**src/rtl/mux8_rr_arbiter_if.sv**
```systemverilog
// Handshake/data bundle between 8 requesters and the round-robin mux arbiter.
// MUX_ARB_LOCK_EN adds the lock input that lets the holder keep the channel past HOLD_MAX.
interface mux8_rr_arbiter_if #(
  parameter int DW = 1
) ();
  logic [7:0]      req;
  logic [8*DW-1:0] din;
`ifdef MUX_ARB_LOCK_EN
  logic            lock;
`endif
  logic [7:0]      gnt;
  logic [2:0]      sel;
  logic [DW-1:0]   dout;
  logic            dout_vld;
  logic            busy;

`ifdef MUX_ARB_LOCK_EN
  modport master (output req, din, lock, input gnt, sel, dout, dout_vld, busy);
  modport slave  (input req, din, lock, output gnt, sel, dout, dout_vld, busy);
`else
  modport master (output req, din, input gnt, sel, dout, dout_vld, busy);
  modport slave  (input req, din, output gnt, sel, dout, dout_vld, busy);
`endif
endinterface

```
**src/rtl/mux8_rr_arbiter.sv**
```systemverilog
// Round-robin arbiter driving an 8:1 mux select; req-to-gnt 1 cycle, dout lags sel by 1 cycle.
// Grants bounded to HOLD_MAX cycles; MUX_ARB_LOCK_EN adds a lock input that suppresses the timeout.
module mux8_rr_arbiter #(
  parameter int DW       = 1,
  parameter int HOLD_MAX = 4
) (
  input  logic             clk,
  input  logic             rst,
  mux8_rr_arbiter_if.slave bus
);
  localparam int CW = (HOLD_MAX > 1) ? $clog2(HOLD_MAX) : 1;
  localparam logic [CW-1:0] CNT_LAST = CW'(HOLD_MAX - 1);

  typedef enum logic {IDLE, GRANT} state_t;

  state_t          r_state;
  logic [2:0]      r_ptr;
  logic [2:0]      r_sel;
  logic [CW-1:0]   r_cnt;
  logic [7:0]      r_gnt;
  logic [DW-1:0]   r_dout;
  logic            r_dout_vld;
  logic            r_busy;

  logic            w_hold_req;
  logic            w_tmo;
  logic            w_release;
  logic [2:0]      w_base;
  logic [7:0]      w_cand;
  logic [2:0]      w_idx;
  logic            w_found;
  logic [2:0]      w_win;

  always_comb begin
    w_hold_req = bus.req[r_sel];
`ifdef MUX_ARB_LOCK_EN
    w_tmo      = (r_cnt == CNT_LAST) && !(bus.lock && w_hold_req);
`else
    w_tmo      = (r_cnt == CNT_LAST);
`endif
    w_release  = !w_hold_req || w_tmo;
    w_base     = (r_state == GRANT) ? r_sel + 3'd1 : r_ptr;
    w_cand     = bus.req;
    // A holder that dropped its request must not win its own re-arbitration.
    if (r_state == GRANT && !w_hold_req) w_cand[r_sel] = 1'b0;
    w_idx   = '0;
    w_found = 1'b0;
    w_win   = '0;
    // Walk from farthest to nearest so the nearest set bit is assigned last.
    for (int k = 7; k >= 0; k--) begin
      w_idx = w_base + 3'(k);
      if (w_cand[w_idx]) begin
        w_found = 1'b1;
        w_win   = w_idx;
      end
    end
  end

  always_ff @(posedge clk) begin
    if (rst) begin
      r_state    <= IDLE;
      r_ptr      <= '0;
      r_sel      <= '0;
      r_cnt      <= '0;
      r_gnt      <= '0;
      r_dout     <= '0;
      r_dout_vld <= 1'b0;
      r_busy     <= 1'b0;
    end else begin
      case (r_state)
        IDLE: begin
          r_dout_vld <= 1'b0;
          if (w_found) begin
            r_state <= GRANT;
            r_gnt   <= 8'b1 << w_win;
            r_sel   <= w_win;
            r_cnt   <= '0;
            r_busy  <= 1'b1;
          end
        end
        GRANT: begin
          r_dout     <= bus.din[r_sel*DW +: DW];
          r_dout_vld <= 1'b1;
          if (w_release) begin
            r_ptr <= r_sel + 3'd1;
            r_cnt <= '0;
            if (w_found) begin
              r_gnt <= 8'b1 << w_win;
              r_sel <= w_win;
            end else begin
              r_state <= IDLE;
              r_gnt   <= '0;
              r_sel   <= '0;
              r_busy  <= 1'b0;
            end
          end else if (r_cnt != CNT_LAST) begin
            r_cnt <= r_cnt + CW'(1);
          end
        end
        default: r_state <= IDLE;
      endcase
    end
  end

  assign bus.gnt      = r_gnt;
  assign bus.sel      = r_sel;
  assign bus.dout     = r_dout;
  assign bus.dout_vld = r_dout_vld;
  assign bus.busy     = r_busy;
endmodule

```
**src/flat_wrapper.sv**
```systemverilog
// flat-port wrapper written by rule: the top's interface ports become plain ports
module mux8_rr_arbiter_flat 
#(
  parameter int DW       = 1,
  parameter int HOLD_MAX = 4
)
  (clk, rst, bus_req, bus_din, bus_gnt, bus_sel, bus_dout, bus_dout_vld, bus_busy);
  mux8_rr_arbiter_if #(.DW(DW)) bus_i ();
  input  logic clk;
  input  logic rst;
  input wire logic [$bits(bus_i.req)-1:0] bus_req;
  input wire logic [$bits(bus_i.din)-1:0] bus_din;
  output wire logic [$bits(bus_i.gnt)-1:0] bus_gnt;
  output wire logic [$bits(bus_i.sel)-1:0] bus_sel;
  output wire logic [$bits(bus_i.dout)-1:0] bus_dout;
  output wire logic [$bits(bus_i.dout_vld)-1:0] bus_dout_vld;
  output wire logic [$bits(bus_i.busy)-1:0] bus_busy;
  assign bus_i.req = bus_req;
  assign bus_i.din = bus_din;
  assign bus_gnt = bus_i.gnt;
  assign bus_sel = bus_i.sel;
  assign bus_dout = bus_i.dout;
  assign bus_dout_vld = bus_i.dout_vld;
  assign bus_busy = bus_i.busy;
  mux8_rr_arbiter #(.DW(DW), .HOLD_MAX(HOLD_MAX)) u_core (.clk(clk), .rst(rst), .bus(bus_i));
endmodule
```
**config.mk**
```make
export PLATFORM = sky130hd
export DESIGN_NAME = mux8_rr_arbiter_flat
export DESIGN_NICKNAME = d
export VERILOG_FILES = /design/src/rtl/mux8_rr_arbiter_if.sv /design/src/rtl/mux8_rr_arbiter.sv /design/src/flat_wrapper.sv
export SDC_FILE = /design/constraint.sdc
export NUM_CORES = 1
export LEC_CHECK = 0
export BUFFER_PORTS_ARGS = -buffer_cell sky130_fd_sc_hd__buf_2
export CAP_MARGIN = 20
export CORE_MARGIN = 10
export CORE_UTILIZATION = 50
export DETAILED_ROUTE_END_ITERATION = 8
export PLACE_DENSITY = 0.72
export SLEW_MARGIN = 20
export SYNTH_ARGS = -nofsm -noshare
export SYNTH_HDL_FRONTEND = slang
export SYNTH_SLANG_ARGS = --single-unit
```
**constraint.sdc**
```tcl
create_clock -name clk -period 4.3 [get_ports clk]
set_input_delay 0.215 -clock clk [delete_from_list [all_inputs] [get_ports clk]]
set_output_delay 0.215 -clock clk [all_outputs]
set_load 0.02 [all_outputs]
```
==> qor.yml, run 1 <==
layout:
  antenna_cells: 0
  register_area_um2: 400
  synthToLayoutAreaGrowth_pct: 12.7
  fill_cells: 360
  multi_input_area_um2: 1510
  drive_above_1_share_pct: 26.4
  nets: 284
status:
  run_status: "finished clean"
global_routing:
  grt-ovfl-total: 0
  antenna_found_initial: 0
  track_usage_pct: 15.0
  grt_max_degree: 17
  grt_pass1_vias: 1970
  grt_pass1_wl_um: 9270
floorplan:
  row_count: 22
  initial_core_util_pct: 53.4
  ios: 32
  core_area_um2: 3770
  dieWidth_um: 83.4
  die-area_um2: 6960
  die_height_um: 83.4
clocking:
  cts-resized-gates: 0
  clk_latency_ns: 0.25
  clockBufferDepth: 2
  cts.sinks: 20
  htree_levels: 1
  cts_buffers: 3
  hold_buffers: 0
  cts_tree: "built"
  clockRootBuffer: "clkbuf_8"
  clkTransAtPathRegs_ns: 0.07
  post_cts_buffers: 0
power:
  power_frac_comb_pct: 76.9
  p_sw_mw: 1.01
  clockPowerShare_pct: 9.1
  p_leak_nw: 0.952
  powerDensity_nw_per_um2: 894
  p_seq_share_pct: 14.0
  peakVddDrop_uv: 508
  swShare_pct: 50.0
  p_int_mw: 1.01
sta:
  tightest_slew_ns: 0.504
  hold_violations: 0
  layout_min_cycle_time_ns: 3.70
  finalSetupTns_ns: 0
  fmax_ghz: 0.270
  drv_slew: 0
  relSlewSlack_pct: 66.4
  fin_crit_sh_pct: 86.0
  fin_skew_ns: 0.00211
  setup_ws_ns: 0.602
  finalSetupViolations: 0
  grt_setup_unrepaired: "false"
synth:
  syn_area_um2: 2010
  async_reset_ff_share_pct: 0
  synthesis.nets: 256
  yosysTopAreaCell: "dfxtp_1"
  synthTopCellsByCount: "20 x dfxtp_1, 19 x mux2i_1, 17 x nand3_1, 14 x a21oi_1"
  ys_warn_count: 0
  synth-edff-count: 0
  ys_seq_area_share_pct: 19.9
  ys_ff_latch: 20
  synth_cell_types: 71
  syn-instance-count: 234
  postSynthAreaPerCell_um2: 8.60
  yosysMostFrequentCell: "dfxtp_1"
  synthTopCellsByArea: "dfxtp_1 20%, mux2i_1 9.5%, nand3_1 4.2%, a21oi_1 3.5%, mux4_2 3.4%"
  synth_top_area_share_pct: 19.9
  synth-main-ff-cell: "dfxtp_1"
routing:
  first_pass_iters: 4
  wl_um: 5520
  wl_per_cell_um: 17.8
  vias_per_cell: 6.47
  vias: 1999
  drc: 0
  ant_nets: 0
  drt_iter0_markers: 230
place:
  port_buffers: 31
  dp_slack_ns: 0.671
  dp_hpwl_um: 4170
  gp_congestion: 0.973
setup_path:
  slowest_delay_ns: 0.61
  critical_path_arrival_ns: 3.85
  timing.critical_path.buf_inv: 3
  path_max_fanout: 16
  crit_family: "compound AO/OA/AOI/OAI gates"
  cpMaxStageDelayCell: "dfxtp_1"
  worstPathRequired_ns: 4.45
  startpoint_type: "register"
  endpoint_kind: "register"
  cp_cell_sequence: "ha_1 > mux2i_1 > buf_4 > inv_2 > ha_1 > xnor2_1 > mux2i_1 > a221o_1 > a31oi_2 > a2111oi_4 > inv_2 > a32o_1"
  criticalPathCategory: "reg -> reg"
job:
  cap_violations: 0
hold_path:
  min_path_type: "in -> reg"
-- power groups by stage --
| stage | Clock, mW | Sequential (mW) | Combinational (mW) |
|---|---|---|---|
| 2_1_floorplan | 0 | 0.310 | 1.21 |
| 3_3_place_gp | 0 | 0.285 | 1.51 |
| 3_5_place_dp | 0 | 0.287 | 1.53 |
| 4_1_cts | 0.190 | 0.283 | 1.54 |
| 5_1_grt | 0.195 | 0.293 | 1.70 |
| 6_report | 0.185 | 0.283 | 1.56 |
-- worst register-to-register path, stage by stage (launching register included) --
cell and delay [ns]:
dfxtp_1 0.61, ha_1 0.33, mux2i_1 0.14, buf_4 0.24, inv_2 0.06, ha_1 0.23, xnor2_1 0.36, mux2i_1 0.41
a221o_1 0.24, a31oi_2 0.11, a2111oi_4 0.55, inv_2 0.09, a32o_1 0.23
-- cell usage in the layout (no fill, tap or decap), types with 5 or more instances in the layout --
master    instances
a211oi_1          5
a21oi_1          14
a32o_1            6
and2_1            7
buf_2            31
buf_4             6
dfxtp_1          20
mux2i_1          19
nand2_1          10
nand3_1          17
nor2_1           12
o211ai_1          5
o21ai_0          12
-- path summary, 6_finish.rpt --
| kind | start | endpoint | slack, ns | cells past startpoint |
|---|---|---|---|---|
| min | rst | u_core.bus.dout_vld | 0.30 | 2 |
| min reg2reg | u_core.bus.gnt[6] | u_core.bus.gnt[6] | 0.46 | 1 |
| max | u_core.bus.sel[0] | u_core.bus.gnt[3] | 0.60 | 12 |
| max reg2reg | u_core.bus.sel[0] | u_core.bus.gnt[3] | 0.60 | 12 |
-- through the flow --
step	utilization [%]	power [mW]	hold slack (ns)	cells	cell area, um^2
5_1_grt	60.2	2.19	0.322	309	2270
6_report	60.2	2.03	0.301	309	2270
3_3_place_gp	58.3	1.80	0.455	305	2200
3_5_place_dp	58.3	1.81	0.442	305	2200
2_1_floorplan	-	1.52	0.287	234	2010
4_1_cts	60.2	2.01	0.293	309	2270
-- logic make-up (layout without fill, tap and decap cells) --
family | Yosys count | in the layout | synth area share (%)
buffers and inverters | 21 | 48 | 5.16
muxes | 29 | 29 | 17.2
DFF | 20 | 20 | 19.9
AOI/OAI and AO/OA | 78 | 78 | 30.7
adders and majority gates | 4 | 4 | 2.49
and+or+nand+nor | 77 | 77 | 22.0
xor gates and xnor gates | 5 | 5 | 2.55
-- state kept, by name, indices dropped and copies added, names as in the netlist --
name,count
u_core.bus.busy,1
u_core.bus.dout,1
u_core.bus.dout_vld,1
u_core.bus.gnt,8
u_core.bus.sel,3
u_core.r_cnt,2
u_core.r_ptr,3
u_core.r_state,1
-- routing by layer --
layer	global-route usage, %	wire length [um]	vias up
li1	-	-	968
met1	19.2	2420	943
met2	25.6	2620	84
met3	2.73	467	4
met4	2.87	10	0
met5	0	0	-
-- area by class of cell --
cell class                 count  share of cell area [%]
multi-input combinational    193                    66.5
clock inverter                 1                    1.32
sequential                    20                    17.7
tap                           48                    2.65
clock buffer                   3                    1.82
timing repair buffer          37                    8.83
inverter                       7                    1.27
Power figures use the tool's default switching activity.
==> run 2: changes to the inputs <==
Settings changed: CELL_PAD_IN_SITES_DETAIL_PLACEMENT from default to 2, CELL_PAD_IN_SITES_GLOBAL_PLACEMENT from default to 2, CORE_UTILIZATION 50 to 34, PLACE_DENSITY 0.72 to default, PLACE_DENSITY_LB_ADDON from default to 0.1, SETUP_SLACK_MARGIN from default to 0.4.
==> qor.yml, run 2 (synthesized netlist as in run 1, its figures left out) <==
status:
  run_status: "finished clean"
sta:
  fin_crit_sh_pct: 84.1
  layout_min_cycle_time_ns: 3.62
  drv_slew: 0
  hold_ws_ns: 0.299
  hold_violations: 0
  tightest_slew_ns: 0.559
  finalSetupViolations: 0
  fin_skew_ns: 0.00233
  fmax_ghz: 0.276
  relSlewSlack_pct: 62.0
  finalSetupTns_ns: 0
  grt_setup_unrepaired: "false"
layout:
  drive_above_1_share_pct: 27.8
  largest_reg_flops: 8
  synthToLayoutAreaGrowth_pct: 14.7
  fill_cells: 669
  nets: 282
  final_common_cell: "buf_2"
  antenna_cells: 0
  mostFrequentLayoutCells: "31 x buf_2, 19 x dfxtp_1, 17 x mux2i_1, 17 x nand3_1, 14 x a21oi_1"
power:
  p_leak_nw: 0.952
  total_power_mw: 2.08
  powerDensity_nw_per_um2: 900
  peakVddDrop_uv: 395
clocking:
  cts_buffers: 3
  clockRootBuffer: "clkbuf_8"
  clockBufferDepth: 2
  cts.sinks: 20
  clkTransAtPathRegs_ns: 0.08
  post_cts_buffers: 0
  htree_levels: 1
  clk_latency_ns: 0.26
  cts_tree: "built"
global_routing:
  grt-ovfl-total: 0
  grt_max_degree: 18
  antenna_found_initial: 0
  grtUsageMet3_pct: 2.56
  grt_pass1_wl_um: 11400
  track_usage_pct: 14.1
  grt_pass1_vias: 2109
  use_met2_pct: 22.4
  met1_usage_pct: 18.8
  top_usage_layer: "met2"
hold_path:
  min_path_cells: 2
  min_from: "rst"
  min_path_type: "in -> reg"
  hold_end: "u_core.bus.dout_vld"
floorplan:
  ios: 32
  initial_core_util_pct: 35.9
  die_height_um: 96.9
  row_count: 27
  dieWidth_um: 96.9
  core_area_um2: 5610
  die-area_um2: 9390
setup_path:
  critical_path_arrival_ns: 3.77
  reg2reg_depth: 12
  path_max_fanout: 15
  reg2reg_slack_ns: 0.68
  r2r_start: "u_core.bus.sel[0]"
  criticalPathCategory: "reg -> reg"
  r2r-end: "u_core.bus.gnt[4]"
  worstPathRequired_ns: 4.45
  startpoint_type: "register"
  endpoint_kind: "register"
place:
  gp_congestion: 0.827
  port_buffers: 31
  dp_hpwl_um: 5340
job:
  cap_violations: 0
routing:
  wl_per_cell_um: 20.6
  drc: 0
  drt_iter0_markers: 82
  vias: 2007
  wl_um: 6810
  first_pass_iters: 4
  vias_per_cell: 6.06
  ant_nets: 0
run 2: changes by cell type in the layout (fill, tap and decap cells not counted):
cell,before,now
buf_4,6,4
mux2i_1,19,17
mux2i_2,1,3
xnor2_1,3,1
xnor2_2,1,3
dfxtp_1,20,19
dfxtp_2,0,1
run 2: area by class of cell:
class / instances / area (um^2) / area share (%)
Clock buffer: 3 / 41.3 / 1.79
Clock inverter: 1 / 30.0 / 1.30
Inverter: 7 / 28.8 / 1.25
Multi-Input combinational cell: 193 / 1530 / 66.3
Sequential cell: 20 / 402 / 17.4
Tap cell: 72 / 90.1 / 3.90
Timing Repair Buffer: 35 / 185 / 8.03
run 2: layer usage:
layer / share of wire, % / vias up
met5: 0 / -
met3: 3.4 / 8
met4: 1.2 / 0
met2: 47 / 46
li1: - / 965
met1: 49 / 988
run 2: metrics by stage:
step / utilization [%] / worst slack (ns) / std cells / cell area, um^2
final: 41.1 / 0.683 / 331 / 2310
after global routing: 41.1 / 0.452 / 331 / 2310
after CTS: 40.7 / 0.561 / 331 / 2280
after detailed placement: 39.4 / 0.569 / 327 / 2210
after global placement: 39.4 / 0.611 / 327 / 2210
after floorplan: - / 0.403 / 234 / 2010
run 2: worst max-delay path by stage:
stage,to,from,cells after the start
final,u_core.bus.gnt[4],u_core.bus.sel[0],12
after detailed placement,u_core.bus.gnt[4],u_core.r_state,11
after global placement,u_core.bus.gnt[1],u_core.r_state,11
after CTS,u_core.bus.gnt[4],u_core.r_state,11
after global routing,u_core.bus.gnt[1],u_core.bus.sel[0],12
after floorplan,u_core.bus.gnt[4],u_core.bus.sel[0],15
run 2: timing repair:
item	4_1_cts	5_1_grt
gates resized for setup	0	5
hold buffers	0	0
setup endpoints to repair	0	11
run 2: critical path: stages, from the launching register on:
cell	delay [ns]
dfxtp_1	0.32
ha_1	0.31
mux2i_1	0.24
inv_2	0.18
ha_1	0.56
inv_1	0.22
mux4_2	0.35
a221o_1	0.36
a31o_1	0.18
a31oi_1	0.17
o21ba_2	0.28
nor2_2	0.07
a32o_1	0.26
run 2: report_power, final:
group	switching (mW)	internal (mW)
registers	0.0375	0.235
logic	0.957	0.659
clock network	0.0639	0.124
==> run 3: changes to the inputs <==
Settings changed: ABC_AREA from default to 1, CORE_UTILIZATION 34 to 25.
Clock period 4.3 ns to 2.9 ns, I/O delays scaled along.
==> qor.yml, run 3 <==
global_routing:
  grt-ovfl-total: 0
  grt_pass1_vias: 2424
  grt_max_degree: 15
  track_usage_pct: 13.0
  antenna_found_initial: 0
  grt_pass1_wl_um: 12100
floorplan:
  die_height_um: 105
  initial_core_util_pct: 25.4
  ios: 32
  core_area_um2: 7140
  row_count: 31
  dieWidth_um: 105
  die-area_um2: 11100
synth:
  synthTopCellsByCount: "130 x nand2_1, 36 x nand3_1, 28 x inv_1, 27 x a21oi_1, 20 x dfxtp_1"
  syn_area_um2: 1820
  async_reset_ff_share_pct: 0
  synthesis.nets: 344
  synthTopCellsByArea: "nand2_1 27%, dfxtp_1 22%, nand3_1 9.9%, a21oi_1 7.4%, inv_1 5.8%"
  syn-instance-count: 322
  yosysMostFrequentCell: "nand2_1"
  synth_cell_types: 26
  synth-main-ff-cell: "dfxtp_1"
  synth_top_area_share_pct: 26.9
  ys_seq_area_share_pct: 22.1
  ys_warn_count: 0
  yosysTopAreaCell: "nand2_1"
  ys_ff_latch: 20
  postSynthAreaPerCell_um2: 5.64
  synth-edff-count: 0
place:
  dp_cells: 449
  gp_congestion: 0.810
  dp_hpwl_um: 5780
  port_buffers: 31
  placedInstanceArea_um2: 2110
  dp_slack_ns: 0.134
layout:
  postLayoutCoreUtil_pct: 36.3
  fill_cells: 930
  antenna_cells: 0
  design_area_um2: 2590
  drive_above_1_share_pct: 39.7
  synthToLayoutAreaGrowth_pct: 42.7
  final_common_cell: "nand2_1"
  largest_reg_flops: 8
  nets: 391
  mostFrequentLayoutCells: "99 x nand2_1, 34 x nand2_2, 31 x buf_2"
  instances_no_fill: 467
sta:
  finalSetupViolations: 0
  tightest_slew_ns: 0.378
  hold_ws_ns: 0.239
  fin_skew_ns: 0.00242
  drv_slew: 0
  hold_violations: 0
  relSlewSlack_pct: 74.7
  layout_min_cycle_time_ns: 2.53
  fin_crit_sh_pct: 87.1
  fmax_ghz: 0.396
  grt_setup_unrepaired: "true"
  setup_ws_ns: 0.374
  finalSetupTns_ns: 0
routing:
  vias_per_cell: 4.77
  vias: 2227
  wl_um: 7440
  first_pass_iters: 4
  drt_iter0_markers: 68
  wl_per_cell_um: 15.9
  drc: 0
  ant_nets: 0
setup_path:
  criticalPathCategory: "reg -> reg"
  crit_top_cell: "nand2_2"
  cp_cell_sequence: "ha_4 > nand2_4 > o21ai_4 > ha_4 > inv_6 > nand3_2 > nand2_2 > nand2_2 > nand2_4 > a21oi_2 > nand3_2 > nand2_2 > nand2_2 > nand2_2 > nand2_4 > nand2_4 > nand4_1 > a21oi_2"
  endpoint_kind: "register"
  cpMaxStageDelayCell: "dfxtp_4"
  slowest_delay_ns: 0.40
  path_max_fanout: 7
  worstPathRequired_ns: 3.10
  critical_path_arrival_ns: 2.73
  startpoint_type: "register"
job:
  cap_violations: 0
clocking:
  hold_buffers: 0
  clockBufferDepth: 2
  clk_latency_ns: 0.27
  cts_tree: "built"
  clockRootBuffer: "clkbuf_8"
  cts.sinks: 20
  clkTransAtPathRegs_ns: 0.08
  cts_buffers: 3
  htree_levels: 1
power:
  powerDensity_nw_per_um2: 1350
  p_leak_nw: 1.26
  total_power_mw: 3.49
  peakVddDrop_uv: 435
status:
  run_status: "finished clean"
hold_path:
  min_path_type: "in -> reg"
run 3: changes by cell type after synthesis, moves of 4 or more:
cell      before  now
o211ai_1       5    0
clkbuf_1       7    3
a211oi_1       5    0
nand2_2        0   13
mux2_2         4    0
inv_2          2   10
nand2_1       10  130
a32o_1         6    0
mux2i_1       19    0
inv_1          4   28
and2_1         7    0
nand3_1       17   36
a21oi_1       14   27
run 3: logic make-up (layout without fill, tap and decap cells):
family | Yosys count | count (layout) | synth area share (%)
AO/OA/AOI/OAI | 48 | 48 | 14.1
flip-flops | 20 | 20 | 22.1
adder cells (fa/ha/maj) | 4 | 4 | 2.76
AND/OR/NAND/NOR | 205 | 205 | 50.3
buffers and inverters | 45 | 91 | 10.8
run 3: power breakdown:
| group | internal, mW | switching (mW) | total (mW) |
|---|---|---|---|
| Clock | 0.185 | 0.0999 | 0.284 |
| Combinational | 0.993 | 1.80 | 2.80 |
| Sequential | 0.359 | 0.0554 | 0.414 |
| Total | 1.54 | 1.96 | 3.49 |
run 3: worst max-delay path: cells and delay by family, from the launching register on:
family	cells	cell delay, ns
compound gates	3	0.39
fa+ha+maj	2	0.56
flops	1	0.40
simple gates	12	1.05
buf+inv	1	0.06
run 3: final timing paths:
check,start,endpoint,slack (ns),depth (start not counted)
worst max-delay path,u_core.bus.sel[0],u_core.bus.gnt[5],0.37,18
worst min-delay path,rst,u_core.bus.dout,0.24,2
worst max register to register,u_core.bus.sel[0],u_core.bus.gnt[5],0.37,18
worst min register to register,u_core.bus.gnt[0],u_core.bus.gnt[0],0.46,2
run 3: layer usage:
metal / wire (um) / share of wire [%] / track usage, %
met5: 0 / 0 / 0
met1: 3330 / 45 / 15.7
met4: 108 / 1.5 / 3.82
met3: 135 / 1.8 / 1.58
met2: 3860 / 52 / 23.5
run 3: area by class of cell:
class / instances / area [um^2] / share of cell area, %
clock buffer: 3 / 41.3 / 1.59
tap: 99 / 124 / 4.78
sequential: 20 / 410 / 15.8
multi-input combinational: 257 / 1510 / 58.2
inverter: 38 / 160 / 6.18
timing repair buffer: 49 / 317 / 12.2
clock inverter: 1 / 30.0 / 1.16
run 3: what timing repair did:
action                                  4_1_cts  5_1_grt
endpoints found under the hold margin         0        0
resized for setup                            27       60
pin swaps                                     6       23
endpoints found under the setup margin       12       11
cloned                                        0        1
buffers inserted                              9        4
